File: src/rtl/sd_lade_sequenzer.sv
// Copies a run of consecutive 32-bit words from the SD word reader into RAM,
// one read request and one write handshake per word, started by a single pulse.
module sd_lade_sequenzer #(
  parameter logic [23:0] TIMEOUT = 24'd1048575
) (
  input  logic        i_Clock,
  input  logic        i_Reset,
  input  logic        i_Start,
  input  logic [31:0] i_QuellAdresse,
  input  logic [31:0] i_ZielAdresse,
  input  logic [15:0] i_Anzahl,
  output logic        o_Aktiv,
  output logic        o_Fertig,
  output logic        o_Fehler,
  output logic [15:0] o_Fortschritt,
  output logic [31:0] o_SdAdresse,
  output logic        o_SdLesen,
  input  logic [31:0] i_SdDaten,
  input  logic        i_SdFertig,
  input  logic        i_SdBusy,
  output logic [31:0] o_RamAdresse,
  output logic [31:0] o_RamDaten,
  output logic        o_RamSchreiben,
  input  logic        i_RamBereit
);

  typedef enum logic [2:0] {
    IDLE,
    ANFRAGE,
    WARTEN,
    SCHREIBEN,
    WEITER
  } t_zustand;

  t_zustand    r_zustand;
  t_zustand    w_zustand_next;

  logic [31:0] r_quelle;
  logic [31:0] r_ziel;
  logic [15:0] r_rest;
  logic [23:0] r_timeout;
  logic        r_sd_fertig_d;
  logic        r_aktiv;
  logic        r_fertig;
  logic        r_fehler;
  logic [15:0] r_fortschritt;
  logic [31:0] r_sd_adresse;
  logic        r_sd_lesen;
  logic [31:0] r_ram_adresse;
  logic [31:0] r_ram_daten;
  logic        r_ram_schreiben;

  logic        w_annahme;
  logic        w_anfrage;
  logic        w_erfassen;
  logic        w_zeitueberschreitung;
  logic        w_geschrieben;
  logic        w_weiter;
  logic        w_ende;
  logic        w_sd_flanke;
  logic        w_timeout_erreicht;
  logic [24:0] w_timeout_plus1;

  // SdFertig stays high for a whole sector; only its rising edge marks a new word.
  assign w_sd_flanke        = i_SdFertig & ~r_sd_fertig_d;
  assign w_timeout_plus1    = {1'b0, r_timeout} + 25'd1;
  assign w_timeout_erreicht = (w_timeout_plus1 >= {1'b0, TIMEOUT});

  always_ff @(posedge i_Clock or negedge i_Reset) begin
    if (!i_Reset) begin
      r_zustand <= IDLE;
    end else begin
      r_zustand <= w_zustand_next;
    end
  end

  always_comb begin
    w_zustand_next        = r_zustand;
    w_annahme             = 1'b0;
    w_anfrage             = 1'b0;
    w_erfassen            = 1'b0;
    w_zeitueberschreitung = 1'b0;
    w_geschrieben         = 1'b0;
    w_weiter              = 1'b0;
    w_ende                = 1'b0;
    case (r_zustand)
      IDLE: begin
        if (i_Start) begin
          w_annahme = 1'b1;
          // An empty transfer still passes through WEITER so Fertig comes one cycle later.
          w_zustand_next = (i_Anzahl == 16'd0) ? WEITER : ANFRAGE;
        end
      end
      ANFRAGE: begin
        if (!i_SdBusy) begin
          w_anfrage      = 1'b1;
          w_zustand_next = WARTEN;
        end
      end
      WARTEN: begin
        if (w_sd_flanke) begin
          w_erfassen     = 1'b1;
          w_zustand_next = SCHREIBEN;
        end else if (w_timeout_erreicht) begin
          w_zeitueberschreitung = 1'b1;
          w_zustand_next        = IDLE;
        end
      end
      SCHREIBEN: begin
        if (i_RamBereit) begin
          w_geschrieben  = 1'b1;
          w_zustand_next = WEITER;
        end
      end
      WEITER: begin
        w_weiter = 1'b1;
        if (r_rest <= 16'd1) begin
          w_ende         = 1'b1;
          w_zustand_next = IDLE;
        end else begin
          w_zustand_next = ANFRAGE;
        end
      end
      default: w_zustand_next = IDLE;
    endcase
  end

  always_ff @(posedge i_Clock or negedge i_Reset) begin
    if (!i_Reset) begin
      r_quelle        <= '0;
      r_ziel          <= '0;
      r_rest          <= '0;
      r_timeout       <= '0;
      r_sd_fertig_d   <= 1'b0;
      r_aktiv         <= 1'b0;
      r_fertig        <= 1'b0;
      r_fehler        <= 1'b0;
      r_fortschritt   <= '0;
      r_sd_adresse    <= '0;
      r_sd_lesen      <= 1'b0;
      r_ram_adresse   <= '0;
      r_ram_daten     <= '0;
      r_ram_schreiben <= 1'b0;
    end else begin
      r_sd_fertig_d <= i_SdFertig;
      r_fertig      <= w_ende | w_zeitueberschreitung;
      r_sd_lesen    <= w_anfrage;

      if (w_annahme) begin
        r_quelle      <= i_QuellAdresse;
        r_ziel        <= i_ZielAdresse;
        r_rest        <= i_Anzahl;
        r_fehler      <= 1'b0;
        r_fortschritt <= '0;
        r_aktiv       <= 1'b1;
      end

      if (w_anfrage) begin
        r_sd_adresse <= r_quelle;
        r_timeout    <= '0;
      end else if (r_zustand == WARTEN) begin
        r_timeout <= r_timeout + 24'd1;
      end

      if (w_erfassen) begin
        r_ram_daten     <= i_SdDaten;
        r_ram_adresse   <= r_ziel;
        r_ram_schreiben <= 1'b1;
      end

      if (w_geschrieben) begin
        r_ram_schreiben <= 1'b0;
        r_fortschritt   <= r_fortschritt + 16'd1;
      end

      if (w_weiter) begin
        r_quelle <= r_quelle + 32'd1;
        r_ziel   <= r_ziel + 32'd1;
        if (r_rest != 16'd0) begin
          r_rest <= r_rest - 16'd1;
        end
      end

      if (w_ende | w_zeitueberschreitung) begin
        r_aktiv <= 1'b0;
      end
      if (w_zeitueberschreitung) begin
        r_fehler <= 1'b1;
      end
    end
  end

  assign o_Aktiv        = r_aktiv;
  assign o_Fertig       = r_fertig;
  assign o_Fehler       = r_fehler;
  assign o_Fortschritt  = r_fortschritt;
  assign o_SdAdresse    = r_sd_adresse;
  assign o_SdLesen      = r_sd_lesen;
  assign o_RamAdresse   = r_ram_adresse;
  assign o_RamDaten     = r_ram_daten;
  assign o_RamSchreiben = r_ram_schreiben;

endmodule
File: config.mk
export PLATFORM = sky130hd
export DESIGN_NAME = sd_lade_sequenzer
export DESIGN_NICKNAME = d
export VERILOG_FILES = /design/src/rtl/sd_lade_sequenzer.sv
export SDC_FILE = /design/constraint.sdc
export NUM_CORES = 1
export LEC_CHECK = 0
export ABC_AREA = 1
export BUFFER_PORTS_ARGS = -buffer_cell sky130_fd_sc_hd__buf_2
export CAP_MARGIN = 40
export CORE_MARGIN = 2
export CORE_UTILIZATION = 56
export DETAILED_ROUTE_END_ITERATION = 16
export MAX_ROUTING_LAYER = met4
export PLACE_DENSITY = 0.91
export SYNTH_ARGS = -nofsm -noshare
export SYNTH_HDL_FRONTEND = slang
export SYNTH_SLANG_ARGS = --single-unit
export TNS_END_PERCENT = 1
File: constraint.sdc
create_clock -name i_Clock -period 2.1 [get_ports i_Clock]
set_input_delay 0.21 -clock i_Clock [delete_from_list [all_inputs] [get_ports i_Clock]]
set_output_delay 0.21 -clock i_Clock [all_outputs]
set_load 0.02 [all_outputs]
# After elaboration in Yosys (flattened, before gate mapping)
# Index checks and enable logic that the tools add are counted.
# classes
magnitude_cmp	2
mul	0
n_reduce_logical	10
n_mux	39
bitwise_logic	3
n_eq_ne	8
n_shift	0
n_div	0
add_sub_neg	6
# ops
op	count
two-way mux 32 bit	4
two-way mux 16 bit	5
adder 32 x 1 -> 32 bit (second input constant)	2
two-way mux 24 bit	2
adder 24 x 1 -> 25 bit (second input constant)	1
>= comparator 25 x 20 -> 1 bit (second input constant)	1
adder 24 x 1 -> 24 bit (second input constant)	1
two-way mux 1 bit	21
two-way mux 3 bit	6
adder 16 x 1 -> 16 bit (second input constant)	1
less-or-equal comparator 16 x 1 -> 1 bit (second input constant)	1
zero test 16 bit	1
nonzero test 16 bit	1
subtractor 16 x 1 -> 16 bit (second input constant)	1
one-hot mux 3 bit (5 select lines)	1
nonzero test 2 bit	6
== test 3 x 2 -> 1 bit (second input constant)	2
inequality test 2 bit (second input constant)	3
AND reduction 4 bit	1
== test 3 x 1 -> 1 bit (second input constant)	1
== test 3 bit (second input constant)	1
zero test 3 bit	1
inequality test 3 bit (second input constant)	1
AND 1 bit	1
other kinds (2)	2
# totals
romBits	0
ff_bits	225
mem_count	0
latch_bits	0
inputBits	118
ram_bits	0
out_inout_bits	117
word_cells	83

# Longest topological paths before layout
# depth
depth_word	7
depth_mapped	16
depth_no_buf	16

# Least setup slack after synthesis
# OpenSTA, ideal clock, no wires.
# synth_path
path_type	register to register
from	register r_fortschritt[0] (netlist: o_Fortschritt[0])
to	register r_fortschritt[14] (netlist: o_Fortschritt[14])
n_path_buf	0
synth_period_minus_slack_ns	1.871
t_required_ns	1.980
stages_incl_launch_ff	10
setup_ns	0.120
arrival_time_ns	1.751
setup_slack_ns	0.229
path_cell_list	dfrtp_1 -> ha_1 -> nand2_1 -> nor2_1 -> inv_1 -> nor2_1 -> nand2_1 -> or4_1 -> o21ai_0 -> inv_1
# synth_between
elab_chain_cells	2
# synth_lines
item	line	text
from (decl)	46	logic [15:0] r_fortschritt;
from (signal assigned)	173	r_fortschritt <= r_fortschritt + 16'd1;
adder 16 x 1 -> 16 bit	173	
two-way mux 16 bit	171	if (w_geschrieben) begin
# No other way between the ends.
# A chain may end at the register's enable or synchronous reset.

# Final worst setup path
# layout_path
from	register r_ziel[1]
to	register r_ziel[30]
# layout_between
elab_chain_cells	2
# layout_lines
item	line	text
from (decl)	39	logic [31:0] r_ziel;
from (signal assigned)	151	r_ziel <= i_ZielAdresse;
from (signal assigned)	178	r_ziel <= r_ziel + 32'd1;
adder 32 x 1 -> 32 bit	178	
two-way mux 32 bit	176	if (w_weiter) begin
# No other way between the ends.

==> impl_results.md <==
- Status: finished with violations
- Failing checks: hold timing, setup timing
- CTS tree: built
- Synth Flop Type: dfrtp_1
- HPWL Detailed: around 24,000 um
- Main area contributors after synthesis: dfrtp_1, nand2_1, inv_1
- Worst-Margin Slew: ~0.64 ns
- Worst-path clk slew: ~0.06 ns
- Achievable Freq: around 460 MHz
- GR Overflow Total: 0
- Clk_skew: around 0.016 ns
- Avg WL per Cell: between 15 and 20 um
- Unrepaired setup endpoints after global routing: yes
- Final ANT Viol Nets: 0
- Synthesized area: ~0.012 mm^2
- Fin crit share: 102.9%
- Mux cell area share after synthesis: under 10%
- NumNets Final: slightly below 2k
- Initial antenna violation count: 3
- Drt pass-1 iters: 8
- Main combinational cell family by area after synthesis: simple AND/OR/NAND/NOR gates
- Initial Util: 56.59%
- Top cell type's share of synthesized area: a little under half
- Worst path arrival time: ~2.6 ns
- Die Area: approximately 0.022 mm^2
- Share of layout cells above drive strength 1: 21.51%
- Top cell type by total area after synthesis: dfrtp_1
- Number of max-cap violations: 0
- Area after DPL: 0.01344 mm^2
- Min Tclk post-route: ~2.2 ns
- Fillers: ~1.4k
- Sum of negative setup slack: -0.1306 ns
- Unique masters post-synth: 47
- Core footprint: 0.02082 mm^2
- Non-Filler Instances: between 2k and 2.5k
- Synthesized flop and latch total: approximately 230
- Placer Congestion: 0.9568
- # H-tree levels: 1
- Hold Vio Cnt, Final: 1
- Relative slew slack: 57.52%
- Worst min-delay path category: input port to flip-flop
- Die H: 149.1 um
- Tot GR Track Use: between 30% and 40%
- Die W: around 150 um
- Post-Synthesis Cells: approximately 1.5k
- Drc violations: 0
- Global-route wire length before repair: approximately 59,000 um
- Cts bufs inserted: 24
- Synth Area in Compound Gates: roughly an eighth
- Most common library cells after synthesis: nand2_1, dfrtp_1, inv_1
- Post-synthesis net count: 1,622
- Longest Clk Path Bufs: 3
- Setup WS post-layout: -0.06153 ns
- 1st-iter DRT viols: about 1.3k
- Vias in the first global route: between 10k and 15k
- Clock sinks: about 230
- Crit path max fanout: 4
- Ys Warns: 0
- Adder-cell share of the synthesized area: 0.7433%
- Startpoint Class: flip-flop
- Cell leakage power: about 7.4 nW
- CP Data Required Time: between 2 and 3 ns
- Avg Inst Size Synth: between 7 and 8 um^2
- Seq/Total Area, Yosys: 47.79%
- EDFF count, synth: 0
- DR vias/cell: a little under 6
- Critical path class: flip-flop to flip-flop
- Post-route cell area: between 0.015 and 0.02 mm^2
- Largest net degree at the start of global routing: 81
- Most frequent cell after synthesis: nand2_1
- Root Driver: clkbuf_16
- Row count: 53
- Cells after DPL: around 2.0k
- Worst skew pair latency: approximately 0.53 ns
- Synth-to-layout area growth: 29.74%
- Setup-failing EPs final: 4
- # port buffers: 234
- Via count: 12.38k
- Synth async-reset ratio: 100.0%
- Final Max Tran Viols: 0
- Worst Hold Margin: -0.008358 ns
- Boundary pin count: 235
- Pwr dens: 1397 mW/mm^2
- Post-Synth Simple-Gate Area: about 28%
- Crit end category: flip-flop
- Post-Synth XOR/XNOR Area: 3.717%
- DRT Wirelength: 37,970 um
- Peak VDD IR: approximately 0.99 mV
[sequential cells by signal (all words and copies together), names as in the netlist]
name	cells
r_timeout	24
r_rest	16
o_RamDaten	32
o_SdLesen	1
o_Fortschritt	16
o_Fehler	1
o_SdAdresse	32
o_Fertig	1
r_quelle	32
r_zustand	3
o_RamSchreiben	1
o_RamAdresse	32
o_Aktiv	1
r_ziel	32
r_sd_fertig_d	1
[cells by family after synthesis]
kind of cell,Yosys count
AND/OR/NAND/NOR,759
flip-flops,225
multiplexers,12
AO/OA/AOI/OAI,240
XOR/XNOR,50
buffers and inverters,204
adder cells (fa/ha/maj),7
[path summary, 6_finish.rpt]
| check | startpoint | endpoint | slack (ns) | cells after the start |
|---|---|---|---|---|
| min in group asynchronous | i_Reset | r_timeout[10] | 0.29 | 2 |
| max reg2reg | r_ziel[1] | r_ziel[30] | -0.06 | 12 |
| max | r_ziel[1] | r_ziel[30] | -0.06 | 12 |
| max in group asynchronous | i_Reset | o_RamDaten[11] | 1.18 | 3 |
| min reg2reg | o_SdAdresse[16] | o_SdAdresse[16] | 0.47 | 2 |
| min | i_ZielAdresse[11] | r_ziel[11] | -0.008 | 3 |
[routing by layer]
metal	wire (um)	GRT usage, %
met1	14430	43.87
met2	17660	52.86
met3	4149	7.890
met4	1731	13.05
met5	0	-
[metrics by stage]
| stage | setup slack, ns | utilization, % | power, mW |
|---|---|---|---|
| after detailed placement | 0.02214 | 64.55 | 16.15 |
| after floorplan | 0.2290 | - | 13.22 |
| final | -0.06153 | 73.42 | 21.35 |
| after global routing | -0.1847 | 73.42 | 22.59 |
| after global placement | 0.03920 | 64.55 | 15.76 |
| after CTS | 0.005288 | 72.49 | 20.76 |
[area by class of cell]
class,instances,area [um^2],area share [%]
tap,275,344.1,2.251
antenna,3,7.507,0.04911
timing repair buffer,358,2411,15.77
sequential,225,5633,36.85
clock buffer,34,689.4,4.510
multi-input combinational,1069,5508,36.03
inverter,150,565.5,3.699
clock inverter,10,128.9,0.8430
[critical path, cell delays in order (launching register included)]
cell,delay (ns)
dfrtp_1,0.42
ha_2,0.25
nand2_1,0.11
nor2_2,0.14
nand2_1,0.15
nor2_4,0.16
nand2_1,0.13
nor2_2,0.16
nand2_1,0.11
nor2_1,0.13
xor2_1,0.17
nor2_1,0.06
o21ai_1,0.12
[placed cells by master, fill, tap and decap left out, types with 13 or more instances in the layout]
cell type,synthesis,routed
nor2_1,129,119
dfrtp_1,225,223
buf_2,5,233
nand4_1,28,28
o21ai_0,99,99
nand2_2,8,13
buf_4,0,33
xor2_1,44,44
clkbuf_16,0,25
inv_1,141,141
nor4_1,16,14
nor3_1,26,26
nand3_1,66,64
o22ai_1,44,44
dlygate4sd3_1,0,83
a21oi_1,37,37
o21ai_1,13,13
nand2_1,443,438
nor2_2,13,18
o211ai_1,19,19
nor2_4,10,16
[timing repair]
action / in CTS / in global routing
pin swaps: 0 / 8
gates resized for setup: 1 / 29
hold buffers: 83 / 0
setup endpoints to repair: 1 / 27
gates cloned: 0 / 1
setup buffers: 0 / 9
endpoints found under the hold margin: 157 / 0
[where the power goes]
group	total, mW	switching [mW]	internal, mW
clock	4.46	1.81	2.66
combinational	8.94	5.92	3.02
sequential	7.94	1.72	6.23
Power figures use the tool's default switching activity.
